**src/rtl/sram_axi_bridge.sv**
```systemverilog
// Bridges the core's instruction and data SRAM-like ports onto one 32-bit AXI master.
// Reads are tagged per port by ARID; data-port reads and writes are mutually exclusive.
module sram_axi_bridge #(
    parameter int unsigned RD_DEPTH = 2,
    parameter logic [3:0]  INST_ID  = 4'd0,
    parameter logic [3:0]  DATA_ID  = 4'd1
) (
    input  logic        clk,
    input  logic        reset,
    // instruction port
    input  logic        inst_sram_req,
    input  logic        inst_sram_wr,
    input  logic [1:0]  inst_sram_size,
    input  logic [31:0] inst_sram_addr,
    input  logic [3:0]  inst_sram_wstrb,
    input  logic [31:0] inst_sram_wdata,
    output logic        inst_sram_addr_ok,
    output logic        inst_sram_data_ok,
    output logic [31:0] inst_sram_rdata,
    // data port
    input  logic        data_sram_req,
    input  logic        data_sram_wr,
    input  logic [1:0]  data_sram_size,
    input  logic [31:0] data_sram_addr,
    input  logic [3:0]  data_sram_wstrb,
    input  logic [31:0] data_sram_wdata,
    output logic        data_sram_addr_ok,
    output logic        data_sram_data_ok,
    output logic [31:0] data_sram_rdata,
    // AXI read address
    output logic [3:0]  arid,
    output logic [31:0] araddr,
    output logic [7:0]  arlen,
    output logic [2:0]  arsize,
    output logic [1:0]  arburst,
    output logic [1:0]  arlock,
    output logic [3:0]  arcache,
    output logic [2:0]  arprot,
    output logic        arvalid,
    input  logic        arready,
    // AXI read data
    input  logic [3:0]  rid,
    input  logic [31:0] rdata,
    input  logic [1:0]  rresp,
    input  logic        rlast,
    input  logic        rvalid,
    output logic        rready,
    // AXI write address
    output logic [3:0]  awid,
    output logic [31:0] awaddr,
    output logic [7:0]  awlen,
    output logic [2:0]  awsize,
    output logic [1:0]  awburst,
    output logic [1:0]  awlock,
    output logic [3:0]  awcache,
    output logic [2:0]  awprot,
    output logic        awvalid,
    input  logic        awready,
    // AXI write data
    output logic [3:0]  wid,
    output logic [31:0] wdata,
    output logic [3:0]  wstrb,
    output logic        wlast,
    output logic        wvalid,
    input  logic        wready,
    // AXI write response
    input  logic [3:0]  bid,
    input  logic [1:0]  bresp,
    input  logic        bvalid,
    output logic        bready
);

    localparam int unsigned    CW    = $clog2(RD_DEPTH + 1);
    localparam logic [CW-1:0] DEPTH = CW'(RD_DEPTH);

    logic          ar_valid_q;
    logic [3:0]    ar_id_q;
    logic [31:0]   ar_addr_q;
    logic [2:0]    ar_size_q;
    logic [CW-1:0] icnt_q, icnt_d;
    logic [CW-1:0] dcnt_q, dcnt_d;
    logic          wpend_q;
    logic          aw_valid_q;
    logic          w_valid_q;
    logic [31:0]   aw_addr_q;
    logic [2:0]    aw_size_q;
    logic [31:0]   w_data_q;
    logic [3:0]    w_strb_q;

    logic ar_free, r_inst, r_data, i_ret, d_ret, i_room, d_room;
    logic data_rd_acc, data_wr_acc, inst_rd_acc;

    // A read returning this cycle frees its slot, so a stalled request can take it at once.
    always_comb begin
        ar_free     = ~ar_valid_q | arready;
        r_inst      = rvalid & (rid == INST_ID);
        r_data      = rvalid & (rid == DATA_ID);
        i_ret       = r_inst & (icnt_q != '0);
        d_ret       = r_data & (dcnt_q != '0);
        i_room      = (icnt_q < DEPTH) | i_ret;
        d_room      = (dcnt_q < DEPTH) | d_ret;
        data_rd_acc = ~reset & data_sram_req & ~data_sram_wr & ar_free & d_room & ~wpend_q;
        data_wr_acc = ~reset & data_sram_req & data_sram_wr & ~wpend_q & (dcnt_q == '0)
                    & ~(ar_valid_q & (ar_id_q == DATA_ID));
        inst_rd_acc = ~reset & inst_sram_req & ar_free & i_room & ~data_rd_acc;

        icnt_d = icnt_q;
        if (inst_rd_acc && !i_ret) begin
            icnt_d = icnt_q + CW'(1);
        end else if (!inst_rd_acc && i_ret) begin
            icnt_d = icnt_q - CW'(1);
        end

        dcnt_d = dcnt_q;
        if (data_rd_acc && !d_ret) begin
            dcnt_d = dcnt_q + CW'(1);
        end else if (!data_rd_acc && d_ret) begin
            dcnt_d = dcnt_q - CW'(1);
        end
    end

    always_ff @(posedge clk) begin
        if (reset) begin
            ar_valid_q <= 1'b0;
            ar_id_q    <= '0;
            ar_addr_q  <= '0;
            ar_size_q  <= '0;
            icnt_q     <= '0;
            dcnt_q     <= '0;
            wpend_q    <= 1'b0;
            aw_valid_q <= 1'b0;
            w_valid_q  <= 1'b0;
            aw_addr_q  <= '0;
            aw_size_q  <= '0;
            w_data_q   <= '0;
            w_strb_q   <= '0;
        end else begin
            icnt_q <= icnt_d;
            dcnt_q <= dcnt_d;

            if (ar_free) begin
                ar_valid_q <= data_rd_acc | inst_rd_acc;
                if (data_rd_acc) begin
                    ar_id_q   <= DATA_ID;
                    ar_addr_q <= data_sram_addr;
                    ar_size_q <= {1'b0, data_sram_size};
                end else if (inst_rd_acc) begin
                    ar_id_q   <= INST_ID;
                    ar_addr_q <= inst_sram_addr;
                    ar_size_q <= {1'b0, inst_sram_size};
                end
            end

            if (data_wr_acc) begin
                wpend_q    <= 1'b1;
                aw_valid_q <= 1'b1;
                w_valid_q  <= 1'b1;
                aw_addr_q  <= data_sram_addr;
                aw_size_q  <= {1'b0, data_sram_size};
                w_data_q   <= data_sram_wdata;
                w_strb_q   <= data_sram_wstrb;
            end else begin
                if (awready) aw_valid_q <= 1'b0;
                if (wready)  w_valid_q  <= 1'b0;
                if (bvalid)  wpend_q    <= 1'b0;
            end
        end
    end

    assign inst_sram_addr_ok = inst_rd_acc;
    assign data_sram_addr_ok = data_rd_acc | data_wr_acc;
    assign inst_sram_data_ok = ~reset & r_inst;
    assign data_sram_data_ok = ~reset & (r_data | bvalid);
    assign inst_sram_rdata   = rdata;
    assign data_sram_rdata   = rdata;

    assign arid    = ar_id_q;
    assign araddr  = ar_addr_q;
    assign arsize  = ar_size_q;
    assign arvalid = ar_valid_q;
    assign arlen   = 8'd0;
    assign arburst = 2'b01;
    assign arlock  = 2'b00;
    assign arcache = 4'd0;
    assign arprot  = 3'd0;
    assign rready  = 1'b1;

    assign awid    = DATA_ID;
    assign awaddr  = aw_addr_q;
    assign awsize  = aw_size_q;
    assign awvalid = aw_valid_q;
    assign awlen   = 8'd0;
    assign awburst = 2'b01;
    assign awlock  = 2'b00;
    assign awcache = 4'd0;
    assign awprot  = 3'd0;

    assign wid    = DATA_ID;
    assign wdata  = w_data_q;
    assign wstrb  = w_strb_q;
    assign wlast  = 1'b1;
    assign wvalid = w_valid_q;
    assign bready = 1'b1;

    // Inputs the bridge deliberately ignores.
    logic unused_inputs;
    assign unused_inputs = ^{inst_sram_wr, inst_sram_wstrb, inst_sram_wdata, rresp, rlast,
                             bid, bresp};

endmodule

```
**config.mk**
```make
export PLATFORM = sky130hd
export DESIGN_NAME = sram_axi_bridge
export DESIGN_NICKNAME = d
export VERILOG_FILES = /design/src/rtl/sram_axi_bridge.sv
export SDC_FILE = /design/constraint.sdc
export NUM_CORES = 1
export LEC_CHECK = 0
export ABC_AREA = 0
export BUFFER_PORTS_ARGS = -buffer_cell sky130_fd_sc_hd__buf_2
export CAP_MARGIN = 20
export CORE_AREA = 2 2 167 169
export DETAILED_ROUTE_END_ITERATION = 12
export DIE_AREA = 0 0 169 171
export HOLD_SLACK_MARGIN = 0.02
export SYNTH_ARGS = -nofsm -noshare
export SYNTH_HDL_FRONTEND = slang
export SYNTH_SLANG_ARGS = --single-unit
```
**constraint.sdc**
```tcl
create_clock -name clk -period 2.3 [get_ports clk]
set_input_delay 0.115 -clock clk [delete_from_list [all_inputs] [get_ports clk]]
set_output_delay 0.115 -clock clk [all_outputs]
set_load 0.005 [all_outputs]
```
# ---- Yosys cells after proc, flatten, opt, wreduce, memory -nomap -nowiden
# Cells that the tools add are included.
# W data, S select, Z words.
dict set report word_totals {
  ff_bits 117
  in_bits 196
  output_inout_bits 230
  wordCells 88
}
dict set report op_classes {
  addsub 4
  n_lt_le_gt_ge 2
  n_eq_ne 2
  n_mux 16
  bitwise 32
  n_reduce_logical 19
}
# operator n
set op_table {}
lappend op_table {{$mux W32} 2}
lappend op_table {{$and A1 B1 Y1} 20}
lappend op_table {{$reduce_bool A2 Y1} 8}
lappend op_table {{$eq A4 B1 Y1 const B} 2}
lappend op_table {{$mux W2} 4}
lappend op_table {{$mux W4} 2}
lappend op_table {{$mux W1} 6}
lappend op_table {{$mux W3} 2}
lappend op_table {{$not A1 Y1} 6}
lappend op_table {{$or A1 B1 Y1} 6}
lappend op_table {{$add A2 B1 Y2 const B} 2}
lappend op_table {{$logic_and A1 B1 Y1} 4}
lappend op_table {{$logic_not A1 Y1} 4}
lappend op_table {{$logic_not A4 Y1} 1}
lappend op_table {{$lt A2 B2 Y1 const B} 2}
lappend op_table {{$sub A2 B1 Y2 const B} 2}
lappend op_table {{$logic_not A2 Y1} 1}
lappend op_table {{$reduce_and A2 Y1} 1}

# ---- Depth between registers and ports, before layout
# Gate-level depths: netlist of the first run.
dict set report logic_depth {
  depth_word 12
  depth_mapped 10
  mapped_depth_nobuf 8
}

# ---- Least setup slack after synthesis of the first run
# OpenSTA, ideal clock, no wires.
dict set report synth_path {
  path_type {in2reg}
  from {in rid[1]}
  to {reg icnt_q[1]}
  setup_ns 0.070
  t_arrival_ns 2.109
  t_required_ns 2.230
  slack_ns 0.121
  path_stages 9
  path_buffers 2
  cell_sequence {nor4b_2 > nand2b_1 > a2111o_1 > buf_6 > buf_6 > nor2_1 > ha_1 > or3_1 > a21oi_1}
}
dict set report synth_via {
  elab_chain_cells 11
  word_cells_on_any_way 19
  classes_between {eq/ne (1); mux (1); bitwise (11); reduce/logical (6)}
}
# element line
set synth_lines {}
lappend synth_lines {{start: declaration} 42} ;# input logic [3:0] rid,
lappend synth_lines {{$eq A4 B1 Y1} 97} ;# r_data = rvalid & (rid == DATA_ID);
lappend synth_lines {{$and A1 B1 Y1} 97}
lappend synth_lines {{$and A1 B1 Y1} 99} ;# d_ret = r_data & (dcnt_q != '0);
lappend synth_lines {{$or A1 B1 Y1} 101} ;# d_room = (dcnt_q < DEPTH) | d_ret;
lappend synth_lines {{$and A1 B1 Y1 (2 in a row)} 102} ;# data_rd_acc = ~reset & data_sram_req & ~data_sram_wr & ar_free & d_room & ~wpend_q;
lappend synth_lines {{$not A1 Y1} 105} ;# inst_rd_acc = ~reset & inst_sram_req & ar_free & i_room & ~data_rd_acc;
lappend synth_lines {{$and A1 B1 Y1 (*)} 105}
lappend synth_lines {{named net inst_sram_addr_ok} 17} ;# output logic inst_sram_addr_ok,
lappend synth_lines {{$logic_not A1 Y1} 110} ;# end else if (!inst_rd_acc && i_ret) begin
lappend synth_lines {{$logic_and A1 B1 Y1} 110}
lappend synth_lines {{$reduce_bool A2 Y1 (no line)} n/a}
lappend synth_lines {{end signal: assignment} 138} ;# icnt_q <= icnt_d;
lappend synth_lines {{end: declaration} 80} ;# logic [CW-1:0] icnt_q, icnt_d;
# Mark *: on every way through the listed nets, which the timed path passes. The rest lies on a longest branch.
# A chain may end at the register's enable or synchronous reset.

# ---- Final worst setup path of the first run
dict set report layout_path {
  from {reg wpend_q}
  to {out data_sram_addr_ok}
}
dict set report layout_via {
  elab_chain_cells 5
  word_cells_on_any_way 6
  classes_between {bitwise (6)}
}
# element line
set layout_lines {}
lappend layout_lines {{start: declaration} 82} ;# logic wpend_q;
lappend layout_lines {{start signal: assignment} 130} ;# wpend_q <= 1'b0;
lappend layout_lines {{start signal: assignment} 155} ;# wpend_q <= 1'b1;
lappend layout_lines {{start signal: assignment} 165} ;# if (bvalid) wpend_q <= 1'b0;
lappend layout_lines {{$not A1 Y1 (*)} {102, 103}}
lappend layout_lines {{$and A1 B1 Y1 (2 in a row)} 103} ;# data_wr_acc = ~reset & data_sram_req & data_sram_wr & ~wpend_q & (dcnt_q == '0)
lappend layout_lines {{$and A1 B1 Y1} 104} ;# & ~(ar_valid_q & (ar_id_q == DATA_ID));
lappend layout_lines {{$or A1 B1 Y1 (*)} 171} ;# assign data_sram_addr_ok = data_rd_acc | data_wr_acc;
lappend layout_lines {{end: declaration} 27} ;# output logic data_sram_addr_ok,
# Every way passes the cells marked *; elsewhere a longest branch is shown, timed or not.

==> qor.yml, run 1 <==
sta:
  tns_ns: 0
  finalCriticalPeriod_ns: 2.118
  setup_viol: 0
  slew_headroom: 0.5494
  period_share: 0.9209
  worst_pin_slew_ns: 0.6759
  rsz0062_at_grt: "false"
  fin_hold_ws_ns: 0.1976
  fmax_ghz: 0.4722
  hold_viol: 0
  fin_skew_ns: 0.01090
  final-max-slew-violation-count: 0
power_and_ir_drop:
  internal_power_mw: 3.953
  power_frac_clock: 0.469
  p_leak_nw: 3.623
  power_frac_seq: 0.392
  netSwitchingPower_mw: 1.467
  p_per_area_mw_per_mm2: 707.3
  vdd_drop_max_v: 0.0002595
  combPwrFrac: 0.139
  p_sw_frac: 0.2706
synth:
  synth-edff-count: 0
  synth_cells: 627
  ys_seq_elements: 113
  synthTopCellsByCount: "nand2_1, buf_4, dfxtp_1"
  yosysMostFrequentCell: "nand2_1"
  synth.area.top_cells: "dfxtp_1, buf_4, nand2_1"
  synth_warnings: 0
  ys_seq_area_frac: 0.4393
  synth_cell_type_count: 27
  synth_area_mm2: 0.005150
  synth_ff_type: "dfxtp_1"
  async_reset_ff_frac: 0
  synth.top_cell.area_share: 0.4393
  synth_top_cell_by_area: "dfxtp_1"
  synth_area_per_cell_um2: 8.214
drt:
  drt-wirelength-per-cell_um: 13.67
  vias_per_cell: 3.925
  antenna_left: 0
  vias: 4942
  dr.pass1.iters: 4
  drcViolationCount: 0
  wl_mm: 17.22
  drt_iter0_drc: 174
clock_network:
  cts_tree: "yes"
  insertion_delay_ns: 0.41
  cts_buffer_depth: 2
  cts.sinks: 113
  post_cts_buffers: 0
  cts_made_buffers: 17
  clock-root-buffer: "clkbuf_16"
  htreeDepth: 4
  clkTransAtPathRegs_ns: 0.06
global_route:
  grt_max_degree: 49
  antenna_found_initial: 1
  grt_pass1_wl_mm: 25.27
  grt_overflow: 0
  grt_pass1_vias: 4866
  grt_usage: 0.1150
setup_path:
  path_delay_family: "buffers and inverters"
  r2r-end: "icnt_q[1]"
  path_class: "flop to output pin"
  rr_startpoint: "arvalid"
  startpoint: "wpend_q"
  critPathRequiredTime_ns: 2.18
  crit_fanout: 25
  crit_cells: 7
  path_buf_inv: 3
  cpMaxStageDelayCell: "a2111oi_4"
  rr_worst_depth: 7
  ff2ff_setup_slack_ns: 0.29
  crit_chain: "nor2_1, nand2_1, a2111oi_4, buf_4, buf_12, nand2b_1, buf_2"
  crit_path_max_incr_delay_ns: 0.37
  cp-end-kind: "output pin"
  crit_arrival_ns: 2.00
  start_kind: "flop"
finish:
  drive_above_1_share: 0.3143
  antenna_cells: 0
  area_growth_pct: 48.81
  fin_nets: 1098
  num-fill-cells: 2869
  stdcell_area_mm2: 0.007664
placement:
  gp_congestion: 0.7139
  hpwl_mm: 11.26
  portBuffers: 229
  dpl-instance-area_mm2: 0.006025
die:
  core_area_mm2: 0.02732
  initial_core_util: 0.1885
  num_io_pins: 426
  dieArea_mm2: 0.02890
  die_w_um: 169
  die_h_um: 171
  rows: 61
min_path:
  whs_path_depth: 5
  hold_path_class: "primary input to flop"
  hp-start: "arready"
  holdPathEnd: "arvalid"
run:
  cap_violations: 0
status:
  status: "completed"
## sequential cells by signal (all words and copies together) (netlist names)
name / flops
awsize: 2
awvalid: 1
awaddr: 32
arsize: 2
arid: 1
wpend_q: 1
araddr: 32
arvalid: 1
icnt_q: 2
dcnt_q: 2
wdata: 32
wvalid: 1
wstrb: 4
## per-layer routing
metal  routed length (µm)  vias to the layer above  track usage
met5                   13                        -            0
met4                  565                        2      0.06243
met3                 1195                       53      0.03909
met2                 8653                      206       0.2044
met1                 6788                     2273       0.1199
li1                     -                     2408            -
## worst max-delay path by stage
stage / endpoint / slack [ns]
6_report: data_sram_addr_ok / 0.18
5_1_grt: data_sram_addr_ok / 0.03
4_1_cts: data_sram_addr_ok / 0.07
3_5_place_dp: icnt_q[1] / -0.11
3_3_place_gp: icnt_q[1] / -0.06
2_1_floorplan: icnt_q[1] / 0.12
## area by class of cell
type / instances / area [µm²] / share of cell area
Timing Repair Buffer: 356 / 2382 / 0.3109
Sequential cell: 113 / 2262 / 0.2952
Multi-Input combinational cell: 410 / 2016 / 0.2630
Tap cell: 346 / 432.9 / 0.05649
Clock buffer: 17 / 425.4 / 0.05551
Clock inverter: 15 / 137.6 / 0.01796
Inverter: 2 / 7.507 / 0.0009796
## stage by stage
stage                     cells  utilization  setup slack, ns  power [mW]
after floorplan             679            -           0.1207       2.619
after global placement     1121       0.2205         -0.06080       2.763
after detailed placement   1121       0.2205          -0.1133       2.777
after CTS                  1259       0.2802          0.06831       5.534
after global routing       1259       0.2805          0.03153       5.714
final                      1259       0.2805           0.1820       5.420
## placed cells by master, fill, tap and decap left out, drive strengths merged, types with 9 or more instances in the layout
cell           n
dfxtp        113
mux2i         34
a21oi         77
buf          249
conb          54
clkinv         9
nor2           9
nand2        178
o21ai         36
clkbuf        17
dlygate4sd3  107
## cells by family (layout without fill, tap and decap cells)
| logic type | after synthesis | in the layout | share of synthesized area |
|---|---|---|---|
| adders and majority gates | 2 | 2 | 0.004858 |
| AOI/OAI and AO/OA | 116 | 116 | 0.1188 |
| and+or+nand+nor | 200 | 200 | 0.1538 |
| buffers and inverters | 156 | 390 | 0.2089 |
| muxes | 34 | 34 | 0.06608 |
| xor gates and xnor gates | 4 | 4 | 0.006802 |
| DFF | 113 | 113 | 0.4393 |
| other | 2 | 54 | 0.001458 |
## power groups by stage
stage	Clock [mW]	Sequential [mW]	Combinational, mW
after floorplan	0	2.18	0.444
after global placement	0	2.16	0.600
after detailed placement	0	2.17	0.610
after CTS	2.66	2.12	0.751
after global routing	2.74	2.14	0.834
final	2.54	2.13	0.752
## worst register-to-register path: stages (launching register included)
cell	delay, ns
dfxtp_1	0.30
nor2b_1	0.12
buf_4	0.14
a2111o_2	0.44
nor2_1	0.17
ha_1	0.27
or3_1	0.35
a21oi_1	0.15
## timing repair
| item | 4_1_cts | 5_1_grt |
|---|---|---|
| hold buffers | 107 | 0 |
| resized for setup | 1 | 2 |
| endpoints found under the setup margin | 1 | 1 |
| endpoints found under the hold margin | 107 | 0 |
Note: power is estimated with default switching activity, not from simulation.
==> run 2: changes to the inputs <==
--- a/config.mk
+++ b/config.mk
@@ -8,9 +8,9 @@
 export ABC_AREA = 0
 export BUFFER_PORTS_ARGS = -buffer_cell sky130_fd_sc_hd__buf_2
 export CAP_MARGIN = 20
-export CORE_AREA = 2 2 167 169
+export CORE_AREA = 10 10 157 159
 export DETAILED_ROUTE_END_ITERATION = 12
-export DIE_AREA = 0 0 169 171
+export DIE_AREA = 0 0 167 169
 export HOLD_SLACK_MARGIN = 0.02
 export SYNTH_ARGS = -nofsm -noshare
 export SYNTH_HDL_FRONTEND = slang
==> run 2 against run 1 <==
Clock-buffer cell count rose by 6. Critical path depth did not move. Routed wire length rose by 8.1%. Design area fell by 1.3%. Utilization rose by 7.0 points. Sequential power barely moved.
==> qor.yml, run 2 (synthesis gave the netlist of run 1 again) <==
status:
  status: "completed"  # unchanged
run:
  cap_violations: 0  # unchanged
global_route:
  antenna_found_initial: 5  # was 1
  grt_overflow: 0  # unchanged
  grt_usage: 0.1266  # was 0.1150
  grt_pass1_wl_mm: 28.71  # was 25.27 mm
  grt_max_degree: 83  # was 49
  grt_pass1_vias: 5075  # was 4,866
drt:
  drt-wirelength-per-cell_um: 15.68  # was 13.67 µm
  wl_mm: 18.61  # was 17.22 mm
  wl_met2_mm: 8.969  # was 8.653 mm
  drcViolationCount: 0  # unchanged
  dr.pass1.iters: 4  # unchanged
  antenna_left: 0  # unchanged
  dr_wl_met3_mm: 1.992  # was 1.195 mm
  drt-met1-wl_mm: 7.178  # was 6.788 mm
  drt_iter0_drc: 303  # was 174
  dr.max_layer_used: "met5"  # unchanged
  vias_per_cell: 4.078  # was 3.925
  vias: 4840  # was 4,942
setup_path:
  rr_startpoint: "wpend_q"  # was arvalid
  cp-end-kind: "output pin"  # unchanged
  path_class: "flop to output pin"  # unchanged
  ff2ff_setup_slack_ns: 0.26  # was 0.29 ns
  rr_worst_depth: 8  # was 7
  crit_fanout: 17  # was 25
  r2r-end: "araddr[0]"  # was icnt_q[1]
  start_kind: "flop"  # unchanged
  critPathRequiredTime_ns: 2.18  # about the same
  crit_arrival_ns: 1.98  # was 2.00 ns
min_path:
  holdPathEnd: "arvalid"  # unchanged
  hold_path_class: "primary input to flop"  # unchanged
  hp-start: "arready"  # unchanged
  whs_path_depth: 4  # was 5
sta:
  fin_hold_ws_ns: 0.1890  # was 0.1976 ns
  tns_ns: 0  # unchanged
  final-max-slew-violation-count: 0  # unchanged
  finalCriticalPeriod_ns: 2.099  # was 2.118 ns
  rsz0062_at_grt: "false"  # unchanged
  fmax_ghz: 0.4764  # was 0.4722 GHz
  worst_pin_slew_ns: 0.9368  # was 0.6759 ns
  setup_viol: 0  # unchanged
  fin_skew_ns: 0.009095  # was 0.01090 ns
  period_share: 0.9125  # was 0.9209
  slew_headroom: 0.3755  # was 0.5494
  hold_viol: 0  # unchanged
clock_network:
  insertion_delay_ns: 0.41  # about the same
  clock-root-buffer: "clkbuf_16"  # unchanged
  cts.sinks: 113  # unchanged
  clkTransAtPathRegs_ns: 0.05  # was 0.06 ns
  cts_buffer_depth: 2  # unchanged
  cts_tree: "yes"  # unchanged
  cts_made_buffers: 17  # unchanged
  cts_resized: 0  # was 1
  htreeDepth: 4  # unchanged
  post_cts_buffers: 0  # unchanged
finish:
  layout_common_cells: "buf_2, nand2_1, dfxtp_1, dlygate4sd3_1, a21oi_1"  # unchanged
  fin_cells: 1187  # was 1,259
  num-fill-cells: 2175  # was 2,869
  area_growth_pct: 46.82  # was 48.81%
  fin_nets: 1092  # was 1,098
  fin_util: 0.3508  # was 0.2805
  drive_above_1_share: 0.3053  # was 0.3143
  layout_commonest_cell: "buf_2"  # unchanged
die:
  initial_core_util: 0.2389  # was 0.1885
  die_h_um: 169  # was 171 µm
  num_io_pins: 426  # unchanged
  dieArea_mm2: 0.02822  # was 0.02890 mm²
  rows: 54  # was 61
  core_area_mm2: 0.02155  # was 0.02732 mm²
  die_w_um: 167  # was 169 µm
placement:
  portBuffers: 229  # unchanged
  hpwl_mm: 12.98  # was 11.26 mm
  gp_congestion: 0.7311  # was 0.7139
  dp_cells: 1048  # was 1,121
power_and_ir_drop:
  p_leak_nw: 3.615  # was 3.623 nW
  vdd_drop_max_v: 0.0004030  # was 0.0002595 V
  p_per_area_mw_per_mm2: 738.7  # was 707.3 mW/mm²
run 2: cell types whose count changed in the layout (fill, tap and decap cells not counted), sizes merged, moves of 3 or more:
cell | previous run | this run
clkinvlp | 3 | 0
clkbuf | 17 | 23
diode | 0 | 3
buf | 249 | 243
clkinv | 9 | 3
run 2: final cells by class:
class	instances	area [µm²]	share of cell area
well taps	280	350.3	0.04633
diodes	3	7.507	0.0009929
clock buffers	23	488.0	0.06454
repair buffers	350	2325	0.3075
inverters	2	7.507	0.0009929
multi-input cells	410	2016	0.2666
flip-flops and latches	113	2262	0.2992
clock inverters	6	105.1	0.01390
run 2: stage by stage:
step / power [mW] / instance area, µm² / setup slack [ns]
finish: 5.585 / 7561 / 0.2011
global route: 5.872 / 7559 / 0.009569
CTS: 5.682 / 7553 / 0.1436
detailed placement: 2.771 / 5889 / -0.04976
global placement: 2.760 / 5889 / -0.0004610
floorplan: 2.619 / 5345 / 0.1207
run 2: worst max-delay path: stages (launching register included):
cell and delay (ns):
dfxtp_1 0.31, nor2_1 0.09, nand2_1 0.15, a2111oi_4 0.37, buf_4 0.17, buf_4 0.22
nand2b_1 0.14, buf_2 0.12
run 2: timing repair:
item                                   4_1_cts  5_1_grt
hold buffers                               107        0
setup endpoints to repair                    0        0
endpoints found under the hold margin      107        0
run 2: how the worst max path moves through the flow:
stage / slack, ns / to / startpoint / cells past startpoint
after floorplan: 0.12 / icnt_q[1] / rid[1] / 9
after global placement: -0.0005 / araddr[2] / rid[1] / 9
after detailed placement: -0.05 / araddr[0] / rid[1] / 9
after CTS: 0.14 / data_sram_addr_ok / wpend_q / 7
after global routing: 0.01 / data_sram_addr_ok / wpend_q / 7
final: 0.20 / data_sram_addr_ok / wpend_q / 7
run 2: report_power, final:
| group | internal (mW) | switching [mW] |
|---|---|---|
| Clock | 1.80 | 0.920 |
| Sequential | 2.07 | 0.0555 |
| Combinational | 0.382 | 0.361 |
| Total | 4.25 | 1.34 |
run 2: layer usage:
metal	vias up	track usage
met4	2	0.05269
met3	44	0.06971
met1	2197	0.1305
met2	207	0.2098
li1	2390	-
met5	-	0
